File: src/rtl/core_pkg.sv
// Shared core definitions: word widths, opcode map used by decode/immgen,
// and the fetch payload carried from the fetch FIFO to decode.
package core_pkg;

  localparam int XLEN = 32;
  localparam int ILEN = 32;

  typedef logic [ILEN-1:0] instr_t;

  // Major opcodes (instr[6:0]) shared with the decoder and immediate generator
  typedef enum logic [6:0] {
    LUI    = 7'b0110111,
    AUIPC  = 7'b0010111,
    JAL    = 7'b1101111,
    JALR   = 7'b1100111,
    BRANCH = 7'b1100011,
    LOAD   = 7'b0000011,
    STORE  = 7'b0100011,
    CALCI  = 7'b0010011,
    CALC   = 7'b0110011,
    FLOAD  = 7'b0000111,
    FSTORE = 7'b0100111,
    F      = 7'b1010011
  } opcode_t;

  typedef struct packed {
    instr_t            instr;
    logic [XLEN-1:0]   pc;
  } fetch_entry_t;

  // Force an address onto a word boundary
  function automatic logic [XLEN-1:0] word_align(input logic [XLEN-1:0] addr);
    return {addr[XLEN-1:2], 2'b00};
  endfunction

endpackage

File: src/rtl/fetch_fifo.sv
// Small register FIFO holding fetched {instr, pc} entries for decode.
// Head entry is presented combinationally (no bypass from push to output).
// clear wins over push; push and pop together are allowed even when full.
module fetch_fifo
  import core_pkg::*;
#(
  parameter int DEPTH = 4
) (
  input  logic                    clk,
  input  logic                    rstn,
  input  logic                    push,
  input  logic                    pop,
  input  logic                    clear,
  input  fetch_entry_t            wdata,
  output fetch_entry_t            rdata,
  output logic                    full,
  output logic                    empty,
  output logic [$clog2(DEPTH):0]  count
);

  localparam int AW = $clog2(DEPTH);
  localparam logic [AW:0] DEPTH_W = (AW+1)'(DEPTH);

  fetch_entry_t   mem_reg [DEPTH];
  logic [AW-1:0]  wr_ptr_reg;
  logic [AW-1:0]  rd_ptr_reg;
  logic [AW:0]    count_reg;
  logic           do_push;
  logic           do_pop;

  assign empty   = (count_reg == '0);
  assign full    = (count_reg == DEPTH_W);
  assign count   = count_reg;
  assign rdata   = mem_reg[rd_ptr_reg];
  assign do_pop  = pop & ~empty;
  assign do_push = push & (~full | do_pop);

  // Entry storage; reset to zero so the idle head reads as all-zero
  always_ff @(posedge clk or negedge rstn) begin
    if (!rstn) begin
      for (int i = 0; i < DEPTH; i++) mem_reg[i] <= '0;
    end else if (do_push && !clear) begin
      mem_reg[wr_ptr_reg] <= wdata;
    end
  end

  // Pointer and occupancy tracking
  always_ff @(posedge clk or negedge rstn) begin
    if (!rstn) begin
      wr_ptr_reg <= '0;
      rd_ptr_reg <= '0;
      count_reg  <= '0;
    end else if (clear) begin
      wr_ptr_reg <= '0;
      rd_ptr_reg <= '0;
      count_reg  <= '0;
    end else begin
      if (do_push) wr_ptr_reg <= wr_ptr_reg + AW'(1);
      if (do_pop)  rd_ptr_reg <= rd_ptr_reg + AW'(1);
      count_reg <= count_reg + (AW+1)'(do_push) - (AW+1)'(do_pop);
    end
  end

endmodule

File: src/rtl/fetch_unit.sv
// Instruction fetch stage: owns the PC, issues in-order word fetches to a
// pipelined instruction memory, buffers returned words and hands {instr, pc}
// to decode. Redirects flush buffered words and mark in-flight ones stale.
// Optional feature macro: FETCH_STATS_EN adds handshake/redirect counters.
module fetch_unit
  import core_pkg::*;
#(
  parameter logic [31:0] RESET_PC = 32'h0000_0000,
  parameter int          DEPTH    = 4
) (
  input  logic        clk,
  input  logic        rstn,
  output logic        imem_req_valid,
  input  logic        imem_req_ready,
  output logic [31:0] imem_addr,
  input  logic        imem_resp_valid,
  input  logic [31:0] imem_resp_data,
  input  logic        redirect_valid,
  input  logic [31:0] redirect_pc,
  output logic        instr_valid,
  input  logic        instr_ready,
  output logic [31:0] instr,
  output logic [31:0] instr_pc
`ifdef FETCH_STATS_EN
  ,
  output logic [31:0] stat_fetched,
  output logic [31:0] stat_redirects
`endif
);

  localparam int AW = $clog2(DEPTH);
  localparam logic [AW+1:0] DEPTH_S = (AW+2)'(DEPTH);

  logic [31:0]   pc_reg;
  logic [AW:0]   outst_reg;
  logic [AW:0]   drop_reg;
  logic          running_reg;
  logic [31:0]   pcq_reg [DEPTH];
  logic [AW-1:0] pcq_wr_reg;
  logic [AW-1:0] pcq_rd_reg;

  logic [AW:0]   fifo_count;
  logic          fifo_full;
  logic          fifo_empty;
  logic          fifo_push;
  fetch_entry_t  fifo_wdata;
  fetch_entry_t  fifo_rdata;
  logic [AW+1:0] credit_sum;
  logic          req_fire;
  logic          resp_keep;
  logic          pop_fire;

  // Buffered words plus outstanding requests may never exceed the FIFO size,
  // so every response always has a slot waiting for it.
  assign credit_sum     = {1'b0, fifo_count} + {1'b0, outst_reg};
  assign imem_req_valid = running_reg & ~redirect_valid & (credit_sum < DEPTH_S);
  assign imem_addr      = pc_reg;
  assign req_fire       = imem_req_valid & imem_req_ready;
  assign resp_keep      = imem_resp_valid & ~redirect_valid & (drop_reg == '0);
  assign pop_fire       = instr_valid & instr_ready;
  assign fifo_push      = resp_keep & (~fifo_full | pop_fire);
  assign fifo_wdata     = '{instr: imem_resp_data, pc: pcq_reg[pcq_rd_reg]};

  assign instr_valid = ~fifo_empty;
  assign instr       = fifo_rdata.instr;
  assign instr_pc    = fifo_rdata.pc;

  fetch_fifo #(.DEPTH(DEPTH)) u_fifo (
    .clk   (clk),
    .rstn  (rstn),
    .push  (fifo_push),
    .pop   (instr_ready),
    .clear (redirect_valid),
    .wdata (fifo_wdata),
    .rdata (fifo_rdata),
    .full  (fifo_full),
    .empty (fifo_empty),
    .count (fifo_count)
  );

  // PC, outstanding-request count, stale-response count and run enable
  always_ff @(posedge clk or negedge rstn) begin
    if (!rstn) begin
      pc_reg      <= RESET_PC;
      outst_reg   <= '0;
      drop_reg    <= '0;
      running_reg <= 1'b0;
    end else begin
      running_reg <= 1'b1;
      outst_reg   <= outst_reg + (AW+1)'(req_fire) - (AW+1)'(imem_resp_valid);
      if (redirect_valid) begin
        pc_reg   <= word_align(redirect_pc);
        drop_reg <= outst_reg - (AW+1)'(imem_resp_valid);
      end else begin
        if (req_fire) pc_reg <= pc_reg + 32'd4;
        if (imem_resp_valid && drop_reg != '0) drop_reg <= drop_reg - (AW+1)'(1);
      end
    end
  end

  // Request-PC queue pointers; stale responses never consume an entry
  always_ff @(posedge clk or negedge rstn) begin
    if (!rstn) begin
      pcq_wr_reg <= '0;
      pcq_rd_reg <= '0;
    end else if (redirect_valid) begin
      pcq_wr_reg <= '0;
      pcq_rd_reg <= '0;
    end else begin
      if (req_fire)  pcq_wr_reg <= pcq_wr_reg + AW'(1);
      if (resp_keep) pcq_rd_reg <= pcq_rd_reg + AW'(1);
    end
  end

  // Request-PC queue storage, written with the PC of each accepted request
  always_ff @(posedge clk) begin
    if (req_fire) pcq_reg[pcq_wr_reg] <= pc_reg;
  end

`ifdef FETCH_STATS_EN
  logic [31:0] stat_fetched_reg;
  logic [31:0] stat_redirects_reg;

  // Wrapping event counters for decode handshakes and redirect cycles
  always_ff @(posedge clk or negedge rstn) begin
    if (!rstn) begin
      stat_fetched_reg   <= '0;
      stat_redirects_reg <= '0;
    end else begin
      if (pop_fire)       stat_fetched_reg   <= stat_fetched_reg + 32'd1;
      if (redirect_valid) stat_redirects_reg <= stat_redirects_reg + 32'd1;
    end
  end

  assign stat_fetched   = stat_fetched_reg;
  assign stat_redirects = stat_redirects_reg;
`endif

endmodule

File: config.mk
export PLATFORM = sky130hd
export DESIGN_NAME = fetch_unit
export DESIGN_NICKNAME = d
export VERILOG_FILES = /design/src/rtl/core_pkg.sv /design/src/rtl/fetch_fifo.sv /design/src/rtl/fetch_unit.sv
export SDC_FILE = /design/constraint.sdc
export NUM_CORES = 1
export LEC_CHECK = 0
export BUFFER_PORTS_ARGS = -buffer_cell sky130_fd_sc_hd__buf_2
export CAP_MARGIN = 20
export CORE_UTILIZATION = 30
export DETAILED_ROUTE_END_ITERATION = 6
export GPL_TIMING_DRIVEN = 0
export PLACE_DENSITY = 0.51
export SLEW_MARGIN = 30
export SYNTH_ARGS = -nofsm -noshare
export SYNTH_HDL_FRONTEND = slang
export SYNTH_SLANG_ARGS = --single-unit
File: constraint.sdc
create_clock -name clk -period 6.8 [get_ports clk]
set_input_delay 1.02 -clock clk [delete_from_list [all_inputs] [get_ports clk]]
set_output_delay 1.02 -clock clk [all_outputs]
set_load 0.01 [all_outputs]
==> flow_results.org <==
** Power
- For this design the static power due to leakage is 9.292 nW.
- Maximum vdd drop :: 0.1959 mV
- The design draws 8.111 mW.
- Total power per unit cell area :: 372.4 nW/µm²

** Timing
- On the final layout, the worst hold slack is 0.4097 ns.
- Share of the clock period used by the worst path :: 0.5643
- In the final timing run, aggregate negative setup slack is 0 ns.
- For this run, the top clock speed supported by timing is 0.2606 GHz.
- For the pin with the worst max-slew slack, the measured transition is 0.9708 ns.
- Fin crit period :: 3.837 ns
- The max-slew violation count came to 0.
- Post-Route Skew :: 0.02195 ns
- Finish-stage setup viols :: 0
- Setup repair after global routing left no endpoint under its margin.
- Measured against its own limit, the worst slew margin works out to 0.3528.
- The final-report hold violation count is 0.

** Global routing
- For this run, the total global-route usage over all layers was measured as 0.1471.
- Number of global-route vias before repair :: 10,800
- The first global-routing pass estimated 67,840 µm of wire.
- Entering global routing, the biggest net connects 81 pins.
- The total overflow left after global routing is 0.
- Initial antenna violation count :: 0

** Worst hold path
- Min-delay worst type :: in2async

** Drt
- Overall routed net length :: 43,950 µm
- After detailed routing, the average wire length per cell comes to 20.76 µm.
- Number of search-and-repair iterations in the first detailed-routing pass :: 7
- The detail route stage leaves a number of antenna-violating nets equal to 0.
- For this run, design rule violations remaining after detail routing come to 9.
- Vias per inst :: 4.810
- Overall via count from detail_route :: 10,180
- Iter 0 DRT Violations :: 518

** CTS
- Later-pin clock latency in the skew report :: 0.58 ns
- Clock tree from TritonCTS :: done
- For this design, the CTS-stage hold fixing added 0 buffers.
- # H-tree levels :: 2
- CTS placed an instance of clkbuf_16 at the clock tree root.
- Worst-path clk slew :: 0.06 ns
- Setup repair bufs after CTS :: 0
- After clock tree synthesis, the repair step resized 0 gates.
- The clock passes through at most 3 buffers.
- TritonCTS created 48 clock buffers.
- The tree built by TritonCTS fans out to 416 sinks.

** Worst setup path
- The worst setup path is captured at an output port.
- Together, buffers and inverters on the worst path number 3.
- The largest single stage delay on the critical path is 0.79 ns.
- The cell that appears most often on the critical path is clkbuf_1.
- On the critical path the largest part of the delay comes from buffers and inverters.
- Along the worst path, the maximum fanout reaches 10.
- Arrival time reported for the critical path endpoint :: 2.82 ns
- Critical-path cell with the highest stage delay :: clkbuf_1
- CP Launch Type :: flop
- Worst-path cell chain :: clkbuf_1, clkbuf_1, mux4_2, buf_2
- Data required time at the worst endpoint :: 5.78 ns
- The critical path is of the reg2out type.

** Logic synthesis
- After synthesis the netlist holds a flip-flop and latch count of 416.
- Async S/R FF share, synth :: 0.7115
- For this run, the leading register cell type out of synthesis is dfrtp_1.
- Instance count of the mapped netlist :: 1,088
- Per-instance average area after synthesis :: 16.66 µm²
- The Yosys step of the flow raised 0 warnings.
- The synthesized design contains 120 enable-type register cells.
- The share of the Yosys chip area taken by registers is 0.6075.
- Synth cell types :: 54
- After synthesis the cells add up to 18,120 µm².

** Cells and area
- Summing all flip-flop and latch instances after layout gives 11,010 µm².
- Nets@finish :: 1,400
- Share of post-route cells with drive strength above 1 :: 0.4680
- Largest register FFs :: 248
- The area growth from synthesis to layout is 20.16%.
- Number of fill cells :: 5,637
- Total area of multi-input combinational cells :: 6551 µm²
- The number of antenna diodes in the final layout is 0.
- Post-route cell area :: 21,780 µm²

** Run
- The tool flagged a number of max-cap violations equal to 0.

** Die
- The die covers 61,400 µm².
- After floorplanning, the core was divided into 89 placement rows.
- Horizontal die dimension :: 247.8 µm
- For this configuration, the core starts out at a cell density of 0.3054.
- The floorplan step set the die height to 247.8 µm.
- During I/O placement, the number of pins put on the boundary was 168.
- Core Region :: 59,350 µm²

** Placement
- In this run the tool buffered the top-level ports with 161 buffer cells.
- At the end of routability-driven placement, the weighted congestion stood at 0.8060.
- The placed instances occupy a cell area of 20,120 µm².
- Detail Placement HPWL :: 30,150 µm

** Status
- Violations in the final reports :: DRC
- The flow ran to the end, but the final reports show violations.
-- worst register-to-register path: cells and delay by family, from the launching register on --
family / cells / cell delay, ns
fa+ha+maj: 4 / 1.11
buf+inv: 5 / 0.63
flops: 1 / 0.44
simple gates: 2 / 0.42
xor+xnor: 2 / 0.26
-- stage by stage --
step | utilization | setup slack [ns] | std cells
2_1_floorplan | - | 3.785 | 1091
3_3_place_gp | 0.3354 | -1.017 | 2025
3_5_place_dp | 0.3389 | 3.481 | 2032
4_1_cts | 0.3670 | 2.853 | 2117
5_1_grt | 0.3670 | 2.752 | 2117
6_report | 0.3670 | 2.963 | 2117
-- synthesized netlist by cell type, drive strengths merged, types with 16 or more instances --
cell type  instances  area [µm²]
buf               53       455.4
clkbuf            16       60.06
dfrtp            296        7407
edfxtp           120        3603
ha                19       237.7
inv               17       63.81
mux2             248        2793
mux4              92        2072
nand2             47       176.4
nand3             18       102.6
nor2              23       86.33
o21ai             21       105.1
-- per-layer routing --
| metal | vias up | share of wire | GRT usage |
|---|---|---|---|
| li1 | 4578 | - | - |
| met1 | 5306 | 0.46 | 0.2056 |
| met2 | 238 | 0.47 | 0.2343 |
| met3 | 60 | 0.046 | 0.02595 |
| met4 | 0 | 0.022 | 0.03988 |
| met5 | - | 0 | 0 |
-- where the power goes --
group	leakage (nW)	internal (mW)	switching, mW
Combinational	3.48	1.07	0.967
Clock	0.802	1.65	1.05
Sequential	5.01	3.06	0.306
-- final cells by class --
type	instances	share of cell area
tap	773	0.04441
inverter	17	0.002930
buffer	69	0.02367
sequential	416	0.5055
clock buffer	64	0.06113
timing repair buffer	168	0.04630
multi-input combinational	589	0.3008
clock inverter	21	0.01522
-- cell usage in the layout (no fill, tap or decap), drive strengths merged, types with 3 or more instances in the layout --
cell | Yosys | layout
mux2 | 248 | 248
clkinvlp | 0 | 4
a41oi | 4 | 4
a221o | 8 | 8
mux4 | 92 | 92
nor2 | 23 | 23
a21oi | 4 | 4
inv | 17 | 20
bufinv | 0 | 7
clkbuf | 16 | 80
xor2 | 6 | 6
a31oi | 4 | 4
nor4 | 4 | 4
nand4 | 13 | 13
edfxtp | 120 | 120
xnor2 | 6 | 6
buf | 53 | 221
clkinv | 0 | 7
or3 | 4 | 4
o311ai | 7 | 7
nand2b | 3 | 3
mux2i | 4 | 4
nor3 | 7 | 7
nand2 | 47 | 47
dfrtp | 296 | 296
and3 | 4 | 4
conb | 2 | 5
ha | 19 | 19
nand3 | 18 | 18
o21ai | 21 | 21
o211ai | 7 | 7
and2 | 12 | 12
-- cell families (layout without fill, tap and decap cells) --
family,Yosys count,in the layout,synth area share
DFF,416,416,0.6075
muxes,344,344,0.2706
and+or+nand+nor,145,145,0.04432
buffers and inverters,86,339,0.03196
AOI/OAI and AO/OA,62,62,0.02409
adders and majority gates,21,21,0.01533
xor gates and xnor gates,12,12,0.005799
other,2,5,0.0004143
-- worst paths after layout --
kind	startpoint	end	cells past startpoint	slack [ns]
min	rstn	u_fifo.mem_reg[178]	1	0.41
min reg2reg	u_fifo.mem_reg[126]	u_fifo.mem_reg[126]	1	0.48
max	u_fifo.rd_ptr_reg[1]	instr_pc[22]	4	2.96
max reg2reg	outst_reg[2]	outst_reg[2]	13	3.82
min in group clk	u_fifo.mem_reg[126]	u_fifo.mem_reg[126]	1	0.48
max in group asynchronous	rstn	u_fifo.mem_reg[207]	3	5.15
Note: power is estimated with default switching activity, not from simulation.
